`src/rtl/magia_tile_boot_seq.sv`:
```
// Boot/run sequencer for a fixture of N_TILES MAGIA tiles: reset hold, enable, staggered
// fetch launch, EOC collection with optional timeout, and a single pass/fail verdict.
module magia_tile_boot_seq #(
    parameter int unsigned N_TILES      = 4,
    parameter int unsigned HARTID_BASE  = 0,
    parameter int unsigned RST_HOLD_CYC = 16,
    parameter int unsigned STAGGER_CYC  = 8,
    parameter int unsigned CNT_W        = 32
) (
    input  logic                    clk_i,
    input  logic                    rst_i,
    input  logic                    start_i,
    input  logic [CNT_W-1:0]        timeout_cyc_i,
    input  logic [31:0]             boot_addr_i,
    input  logic [N_TILES-1:0]      eoc_i,
    input  logic [N_TILES*8-1:0]    eoc_code_i,
    output logic [N_TILES-1:0]      tile_rst_no,
    output logic [N_TILES-1:0]      tile_enable_o,
    output logic [N_TILES-1:0]      fetch_en_o,
    output logic [31:0]             boot_addr_o,
    output logic [N_TILES*32-1:0]   mhartid_o,
    output logic                    busy_o,
    output logic                    done_o,
    output logic                    pass_o,
    output logic                    timeout_o,
    output logic [N_TILES-1:0]      fail_mask_o,
    output logic [CNT_W-1:0]        cycles_o
);

    localparam int unsigned HOLD_W    = $clog2(RST_HOLD_CYC + 1) + 1;
    localparam int unsigned HOLD_LAST = RST_HOLD_CYC - 1;
    localparam int unsigned STG_W     = $clog2(STAGGER_CYC + 1) + 1;
    localparam int unsigned STG_LAST  = (STAGGER_CYC == 0) ? 0 : STAGGER_CYC - 1;

    typedef enum logic [2:0] {
        S_IDLE, S_HOLD, S_ENABLE, S_LAUNCH, S_RUN, S_DONE
    } state_e;

    state_e              state_q, state_d;
    logic [HOLD_W-1:0]   hold_cnt_q, hold_cnt_d;
    logic [STG_W-1:0]    stg_cnt_q, stg_cnt_d;
    logic [CNT_W-1:0]    cnt_q, cnt_d;
    logic [CNT_W-1:0]    tmo_cyc_q, tmo_cyc_d;
    logic [31:0]         boot_addr_q, boot_addr_d;
    logic [N_TILES-1:0]  seen_q, seen_d;
    logic [N_TILES-1:0]  fail_q, fail_d;
    logic [N_TILES-1:0]  tile_rst_n_q, tile_rst_n_d;
    logic [N_TILES-1:0]  tile_en_q, tile_en_d;
    logic [N_TILES-1:0]  fetch_en_q, fetch_en_d;
    logic                busy_q, busy_d;
    logic                done_q, done_d;
    logic                pass_q, pass_d;
    logic                timeout_q, timeout_d;

    logic                active;
    logic [N_TILES-1:0]  code_nz;
    logic [N_TILES-1:0]  accept;
    logic [N_TILES-1:0]  seen_acc;
    logic                all_seen;
    logic                tmo_hit;
    logic                tmo_fin;
    logic [N_TILES-1:0]  fail_fin;
    logic                hold_end;

    // EOCs are captured before the timeout is judged, so a last-cycle EOC still counts
    always_comb begin
        code_nz = '0;
        for (int k = 0; k < N_TILES; k++) begin
            code_nz[k] = |eoc_code_i[k*8 +: 8];
        end
    end

    assign active   = (state_q == S_LAUNCH) || (state_q == S_RUN);
    assign accept   = active ? (eoc_i & fetch_en_q & ~seen_q) : '0;
    assign seen_acc = seen_q | accept;
    assign all_seen = active && (&seen_acc);
    assign tmo_hit  = active && (tmo_cyc_q != '0) && (cnt_q == tmo_cyc_q);
    assign tmo_fin  = tmo_hit && !all_seen;
    assign fail_fin = fail_q | (accept & code_nz) | (tmo_fin ? ~seen_acc : '0);
    assign hold_end = (hold_cnt_q == HOLD_W'(HOLD_LAST));

    // State register and all registered outputs
    always_ff @(posedge clk_i) begin
        if (rst_i) begin
            state_q      <= S_IDLE;
            hold_cnt_q   <= '0;
            stg_cnt_q    <= '0;
            cnt_q        <= '0;
            tmo_cyc_q    <= '0;
            boot_addr_q  <= '0;
            seen_q       <= '0;
            fail_q       <= '0;
            tile_rst_n_q <= '0;
            tile_en_q    <= '0;
            fetch_en_q   <= '0;
            busy_q       <= 1'b0;
            done_q       <= 1'b0;
            pass_q       <= 1'b0;
            timeout_q    <= 1'b0;
        end else begin
            state_q      <= state_d;
            hold_cnt_q   <= hold_cnt_d;
            stg_cnt_q    <= stg_cnt_d;
            cnt_q        <= cnt_d;
            tmo_cyc_q    <= tmo_cyc_d;
            boot_addr_q  <= boot_addr_d;
            seen_q       <= seen_d;
            fail_q       <= fail_d;
            tile_rst_n_q <= tile_rst_n_d;
            tile_en_q    <= tile_en_d;
            fetch_en_q   <= fetch_en_d;
            busy_q       <= busy_d;
            done_q       <= done_d;
            pass_q       <= pass_d;
            timeout_q    <= timeout_d;
        end
    end

    // Next-state logic
    always_comb begin
        state_d = state_q;
        unique case (state_q)
            S_IDLE, S_DONE: if (start_i) state_d = S_HOLD;
            S_HOLD:         if (hold_end) state_d = S_ENABLE;
            S_ENABLE:       state_d = S_LAUNCH;
            S_LAUNCH, S_RUN: begin
                if (all_seen || tmo_hit) begin
                    state_d = S_DONE;
                end else if ((state_q == S_LAUNCH) && (&fetch_en_q)) begin
                    state_d = S_RUN;
                end
            end
            default:        state_d = S_IDLE;
        endcase
    end

    // Next values of the registered outputs and datapath
    always_comb begin
        hold_cnt_d   = hold_cnt_q;
        stg_cnt_d    = stg_cnt_q;
        cnt_d        = cnt_q;
        tmo_cyc_d    = tmo_cyc_q;
        boot_addr_d  = boot_addr_q;
        seen_d       = seen_q;
        fail_d       = fail_q;
        tile_rst_n_d = tile_rst_n_q;
        tile_en_d    = tile_en_q;
        fetch_en_d   = fetch_en_q;
        busy_d       = busy_q;
        done_d       = done_q;
        pass_d       = pass_q;
        timeout_d    = timeout_q;
        unique case (state_q)
            S_IDLE, S_DONE: begin
                if (start_i) begin
                    boot_addr_d  = boot_addr_i;
                    tmo_cyc_d    = timeout_cyc_i;
                    hold_cnt_d   = '0;
                    cnt_d        = '0;
                    seen_d       = '0;
                    fail_d       = '0;
                    tile_rst_n_d = '0;
                    busy_d       = 1'b1;
                    done_d       = 1'b0;
                    pass_d       = 1'b0;
                    timeout_d    = 1'b0;
                end
            end
            S_HOLD: begin
                hold_cnt_d = hold_cnt_q + HOLD_W'(1);
                if (hold_end) begin
                    tile_rst_n_d = '1;
                    tile_en_d    = '1;
                end
            end
            S_ENABLE: begin
                fetch_en_d = (STAGGER_CYC == 0) ? '1 : N_TILES'(1);
                stg_cnt_d  = '0;
                cnt_d      = '0;
            end
            S_LAUNCH, S_RUN: begin
                seen_d = seen_acc;
                fail_d = fail_q | (accept & code_nz);
                if (all_seen || tmo_hit) begin
                    // cycles_o holds the counter value of the cycle that ended the run
                    fail_d     = fail_fin;
                    timeout_d  = tmo_fin;
                    pass_d     = !tmo_fin && (fail_fin == '0);
                    done_d     = 1'b1;
                    busy_d     = 1'b0;
                    fetch_en_d = '0;
                    tile_en_d  = '0;
                end else begin
                    if (cnt_q != '1) cnt_d = cnt_q + CNT_W'(1);
                    if ((state_q == S_LAUNCH) && !(&fetch_en_q)) begin
                        if (stg_cnt_q == STG_W'(STG_LAST)) begin
                            stg_cnt_d  = '0;
                            fetch_en_d = (fetch_en_q << 1) | N_TILES'(1);
                        end else begin
                            stg_cnt_d = stg_cnt_q + STG_W'(1);
                        end
                    end
                end
            end
            default: ;
        endcase
    end

    genvar g;
    generate
        for (g = 0; g < N_TILES; g++) begin : g_hartid
            assign mhartid_o[g*32 +: 32] = 32'(HARTID_BASE + g);
        end
    endgenerate

    assign tile_rst_no   = tile_rst_n_q;
    assign tile_enable_o = tile_en_q;
    assign fetch_en_o    = fetch_en_q;
    assign boot_addr_o   = boot_addr_q;
    assign busy_o        = busy_q;
    assign done_o        = done_q;
    assign pass_o        = pass_q;
    assign timeout_o     = timeout_q;
    assign fail_mask_o   = fail_q;
    assign cycles_o      = cnt_q;

endmodule

```
`config.mk`:
```
export PLATFORM = sky130hd
export DESIGN_NAME = magia_tile_boot_seq
export DESIGN_NICKNAME = d
export VERILOG_FILES = /design/src/rtl/magia_tile_boot_seq.sv
export SDC_FILE = /design/constraint.sdc
export NUM_CORES = 1
export LEC_CHECK = 0
export CORE_ASPECT_RATIO = 1.2
export CORE_MARGIN = 3
export CORE_UTILIZATION = 47
export CTS_BUF_LIST = sky130_fd_sc_hd__clkbuf_4 sky130_fd_sc_hd__clkbuf_8
export DETAILED_ROUTE_END_ITERATION = 7
export GPL_ROUTABILITY_DRIVEN = 0
export PLACE_DENSITY_LB_ADDON = 0.15
export SYNTH_ARGS = -nofsm -noshare
export SYNTH_HDL_FRONTEND = slang
export SYNTH_SLANG_ARGS = --single-unit
```
`constraint.sdc`:
```
create_clock -name clk_i -period 6 [get_ports clk_i]
set_clock_uncertainty 0.05 [all_clocks]
set_input_delay 1.2 -clock clk_i [delete_from_list [all_inputs] [get_ports clk_i]]
set_output_delay 1.2 -clock clk_i [all_outputs]
set_load 0.005 [all_outputs]
```
### After elaboration in Yosys (flattened, before gate mapping)

Index checks and enable logic that the tools add are counted.

* input bits: 103
* output and inout bits: 212
* word-level logic and storage cells: 121
* register bits after elaboration: 134

* eq/ne operators: 18
* add/sub/neg operators: 3
* multiplexer cells: 39
* reductions and logical operators: 38
* bitwise gates (word level): 8

Operators by type and width (count)
* two-way mux 32 bit: 3
* one-hot mux 32 bit (3 select lines): 1
* one-hot mux 4 bit (2 select lines): 5
* two-way mux 4 bit: 9
* adder 32 x 1 -> 32 bit (second input constant): 1
* equality test 32 bit: 1
* != test 32 bit (second input constant): 1
* nonzero test 32 bit: 1
* OR reduction 8 bit: 4
* AND reduction 3 bit: 6
* two-way mux 5 bit: 3
* AND 4 bit: 3
* two-way mux 3 bit: 4
* != test 2 bit (second input constant): 6
* bitwise OR 4 bit: 3
* one-hot mux 3 bit (4 select lines): 1
* one-hot mux 6 bit (2 select lines): 1
* AND reduction 4 bit: 3
* one-hot mux 5 bit (2 select lines): 1
* != test 3 bit (second input constant): 3
* NOT 4 bit: 2
* one-hot mux 1 bit (2 select lines): 4
* nonzero test 2 bit: 4
* logical AND 1 bit: 7
* other kinds (16): 29

### Depth between registers and ports, before layout

* word-level depth: 14
* mapped depth: 10
* depth with buffers taken out: 7

### Worst setup path after synthesis

Ideal clock, no wire load.

* path kind: input port to flip-flop
* start point: input port eoc_i[3]
* end point: register stg_cnt_q[0]
* setup slack: 3.409 ns
* library setup time: 0.123 ns
* stages on the path: 6
* arrival time: 2.418 ns
* cells stage by stage: a21oi_1 > nor4_1 > and2_4 > buf_6 > or3_4 > mux2_1

* cells in the longest elaborated chain, start to end: 9

Ends and longest elaborated chain
* from (decl): line 15 `input logic [N_TILES-1:0] eoc_i,`
* AND 4 bit (2 in a row): line 74 `assign accept = active ? (eoc_i & fetch_en_q & ~seen_q) : '0;`
* two-way mux 4 bit: line 74
* bitwise OR 4 bit: line 75 `assign seen_acc = seen_q | accept;`
* AND reduction 4 bit: line 76 `assign all_seen = active && (&seen_acc);`
* logical AND 1 bit: line 76
* logical OR 1 bit: line 184 `if (all_seen || tmo_hit) begin`
* != test 2 bit (no line)
* AND reduction 3 bit (no line)
* to (signal assigned): line 103 `stg_cnt_q <= stg_cnt_d;`
* to (decl): line 41 `logic [STG_W-1:0] stg_cnt_q, stg_cnt_d;`

No other way between the ends.
A chain may end at the register's enable or synchronous reset.

### Worst setup path after layout

* start point: input port eoc_i[3]
* end point: register cnt_q[22] (netlist: cycles_o[22])

* cells in the longest elaborated chain, start to end: 9

Ends and longest elaborated chain
* AND 4 bit (2 in a row): line 74
* two-way mux 4 bit: line 74
* bitwise OR 4 bit: line 75
* AND reduction 4 bit: line 76
* logical AND 1 bit: line 76
* logical OR 1 bit: line 184
* != test 2 bit (no line)
* AND reduction 4 bit (no line)
* to (signal assigned): line 104 `cnt_q <= cnt_d;`
* to (decl): line 42 `logic [CNT_W-1:0] cnt_q, cnt_d;`

No other way between the ends.

==> results.json <==
{
  "die_area_um2": 16670,
  "ant_nets": 0,
  "post_cts_buffers": 0,
  "rsz0062_at_grt": "no",
  "arrival_ps": 3690,
  "antenna_found_initial": 0,
  "required_ps": 6310,
  "yosysWarnings": 0,
  "worstSkewPairLatency_ps": 450,
  "seqPwrFrac_pct": 48.8,
  "setup_slack_ps": 2622,
  "outcome": "finished clean",
  "grt_pass1_vias": 6036,
  "cts_buffers": 17,
  "instances_no_fill": 1259,
  "end_kind": "register",
  "grt_max_degree": 92,
  "drive_gt1_share_pct": 4.910,
  "cts_sinks": 128,
  "cts.clk_slew.worst_paths_ps": 70,
  "syn_to_final_growth_pct": 24.76,
  "p_sw_uw": 475.9,
  "final_common_cell": "clkdlybuf4s50_1",
  "finalCritPeriodShare_pct": 56.30,
  "r2r_setup_slack_ps": 2840,
  "cts_hold_buf": 0,
  "cts-root-buf": "clkbuf_8",
  "route.detailed.drc": 0,
  "ys_seq_area_share_pct": 35.99,
  "syn-cell-area_um2": 7121,
  "tns_ps": 0,
  "relSlewSlack_pct": 24.57,
  "cts_buffer_depth": 2,
  "drtPass1Iterations": 5,
  "portBuffers": 186,
  "placedCellCount": 1228,
  "ys_ff_latch": 128,
  "synth.area.top_cells": "dfxtp_1, buf_4, nand2_1",
  "nFillCells": 1398,
  "grt_pass1_wl_um": 31040,
  "wl_um": 19640,
  "finalSetupViolations": 0,
  "fmax_mhz": 296.0,
  "power.internal_mw": 1.373,
  "synthCells": 897,
  "syn_avg_cell_area_um2": 7.938,
  "die_h_um": 140.8,
  "gr-usage-all-layers_pct": 22.76,
  "pwr-share-comb_pct": 13.3,
  "vias": 6645,
  "yosysUniqueCellTypes": 57,
  "finalHoldViolCount": 0,
  "layout_common_cells": "clkdlybuf4s50_1, nand2_1, conb_1, dfxtp_1, a21oi_1",
  "fin_crit_ps": 3378,
  "diodes": 0,
  "fp.dieW_um": 118.4,
  "drt_iter0_drc": 460,
  "ir_drop_v": 0.0001413,
  "synth_edf_count": 0,
  "ios": 315,
  "hold_path_class": "register to register",
  "cts_resized": 0,
  "cts_tree": "built",
  "synthFlopType": "dfxtp_1",
  "power.share.clock_pct": 37.9,
  "initial_core_util_pct": 48.79,
  "async_flop_share_pct": 0,
  "cp-start-kind": "input port",
  "p_per_area_nw_per_um2": 208.1,
  "critical_path.max_fanout": 33,
  "p_leak_nw": 3.488,
  "tightest_slew_ps": 1131,
  "wl_per_cell_um": 15.60,
  "path_class": "input port to register",
  "viasPerCell": 5.278,
  "globalRouteOverflowTotal": 0,
  "dp_hpwl_um": 14300,
  "multiInputGateArea_um2": 3770,
  "place_ws_ps": 2154,
  "regArea_um2": 2562,
  "layout.nets": 1153,
  "core_um2": 14590,
  "p_sw_share_pct": 25.74,
  "synth_top_area_share_pct": 35.99,
  "num_rows": 48,
  "maxCapViolCount": 0,
  "cts_max_level": 4,
  "yosys.area.top_type": "dfxtp_1",
  "slew_viol_final": 0
}
## power groups by stage
stage | sequential [mW] | clock (mW) | combinational (mW)
6_report | 0.902 | 0.701 | 0.245
4_1_cts | 0.902 | 0.718 | 0.245
3_3_place_gp | 0.920 | 0 | 0.242
2_1_floorplan | 0.916 | 0 | 0.184
5_1_grt | 0.906 | 0.754 | 0.274
3_5_place_dp | 0.921 | 0 | 0.244
## critical path, stage by stage
cell and delay [ps]:
clkdlybuf4s50_1 500, a21oi_1 90, nor4_1 380, and2_4 280, a211o_1 870, o311ai_0 230
o31ai_1 120
## routing by layer
layer  share of wire (%)  GRT usage [%]  wire (µm)  vias to the layer above
met4                 2.1          8.827        405                        0
li1                    -              -          -                     3249
met1                  41          27.90       8135                     3123
met2                  49          37.85       9537                      246
met5                   0              0          0                        -
met3                 7.9          6.581       1559                       27
## area by class of cell
type / count / share of cell area (%)
Clock buffer: 24 / 3.437
Multi-Input combinational cell: 701 / 42.44
Tap cell: 200 / 2.817
Clock inverter: 7 / 0.6761
Timing Repair Buffer: 194 / 21.58
Inverter: 5 / 0.2113
Sequential cell: 128 / 28.85
## cells in the mapped netlist, types with 7 or more instances
cell type,number
dfxtp_1,128
nand3_1,20
buf_4,136
a31oi_1,17
nor4_1,34
o21ai_0,7
nor2b_1,7
and2_1,9
nand2_1,166
nor3_1,14
xor2_1,33
clkbuf_1,33
nor2_1,30
o31ai_1,23
o41ai_1,8
o311ai_1,26
buf_2,12
nand4_1,10
a21oi_1,97
## kinds of logic (layout without fill, tap and decap cells)
group	after synthesis	after routing	share of synthesized area (%)
AOI/OAI and AO/OA	207	207	18.96
adders and majority gates	3	3	0.5272
muxes	2	2	0.2987
DFF	128	128	35.99
xor gates and xnor gates	33	33	4.059
and+or+nand+nor	328	328	22.25
buffers and inverters	194	230	17.82
other	2	128	0.1055
## flip-flops by register name (all words and copies together) (netlist names)
register	cells
seen_q	4
cycles_o	32
tile_rst_no	1
boot_addr_o	32
tile_enable_o	1
stg_cnt_q	5
busy_o	1
fetch_en_o	4
hold_cnt_q	6
pass_o	1
fail_mask_o	4
timeout_o	1
done_o	1
state_q	3
tmo_cyc_q	32
## metrics by stage
| stage | total power, mW | cell area [µm²] | hold slack, ps | util, % |
|---|---|---|---|---|
| floorplan | 1.100 | 7594 | 391.2 | - |
| global placement | 1.163 | 8518 | 390.6 | 58.37 |
| detailed placement | 1.165 | 8518 | 395.6 | 58.37 |
| CTS | 1.865 | 8884 | 405.3 | 60.87 |
| global route | 1.934 | 8884 | 420.7 | 60.87 |
| finish | 1.849 | 8884 | 403.2 | 60.87 |
## final timing paths
check                                from                           end  depth (start not counted)
max                              eoc_i[3]     cycles_o[22]$_SDFFE_PP0P_                          7
min          boot_addr_o[14]$_SDFFE_PP0P_  boot_addr_o[14]$_SDFFE_PP0P_                          2
max reg2reg      cycles_o[0]$_SDFFE_PP0P_     cycles_o[22]$_SDFFE_PP0P_                          7
min reg2reg  boot_addr_o[14]$_SDFFE_PP0P_  boot_addr_o[14]$_SDFFE_PP0P_                          2
No activity file was read; power rests on OpenSTA's default activity.
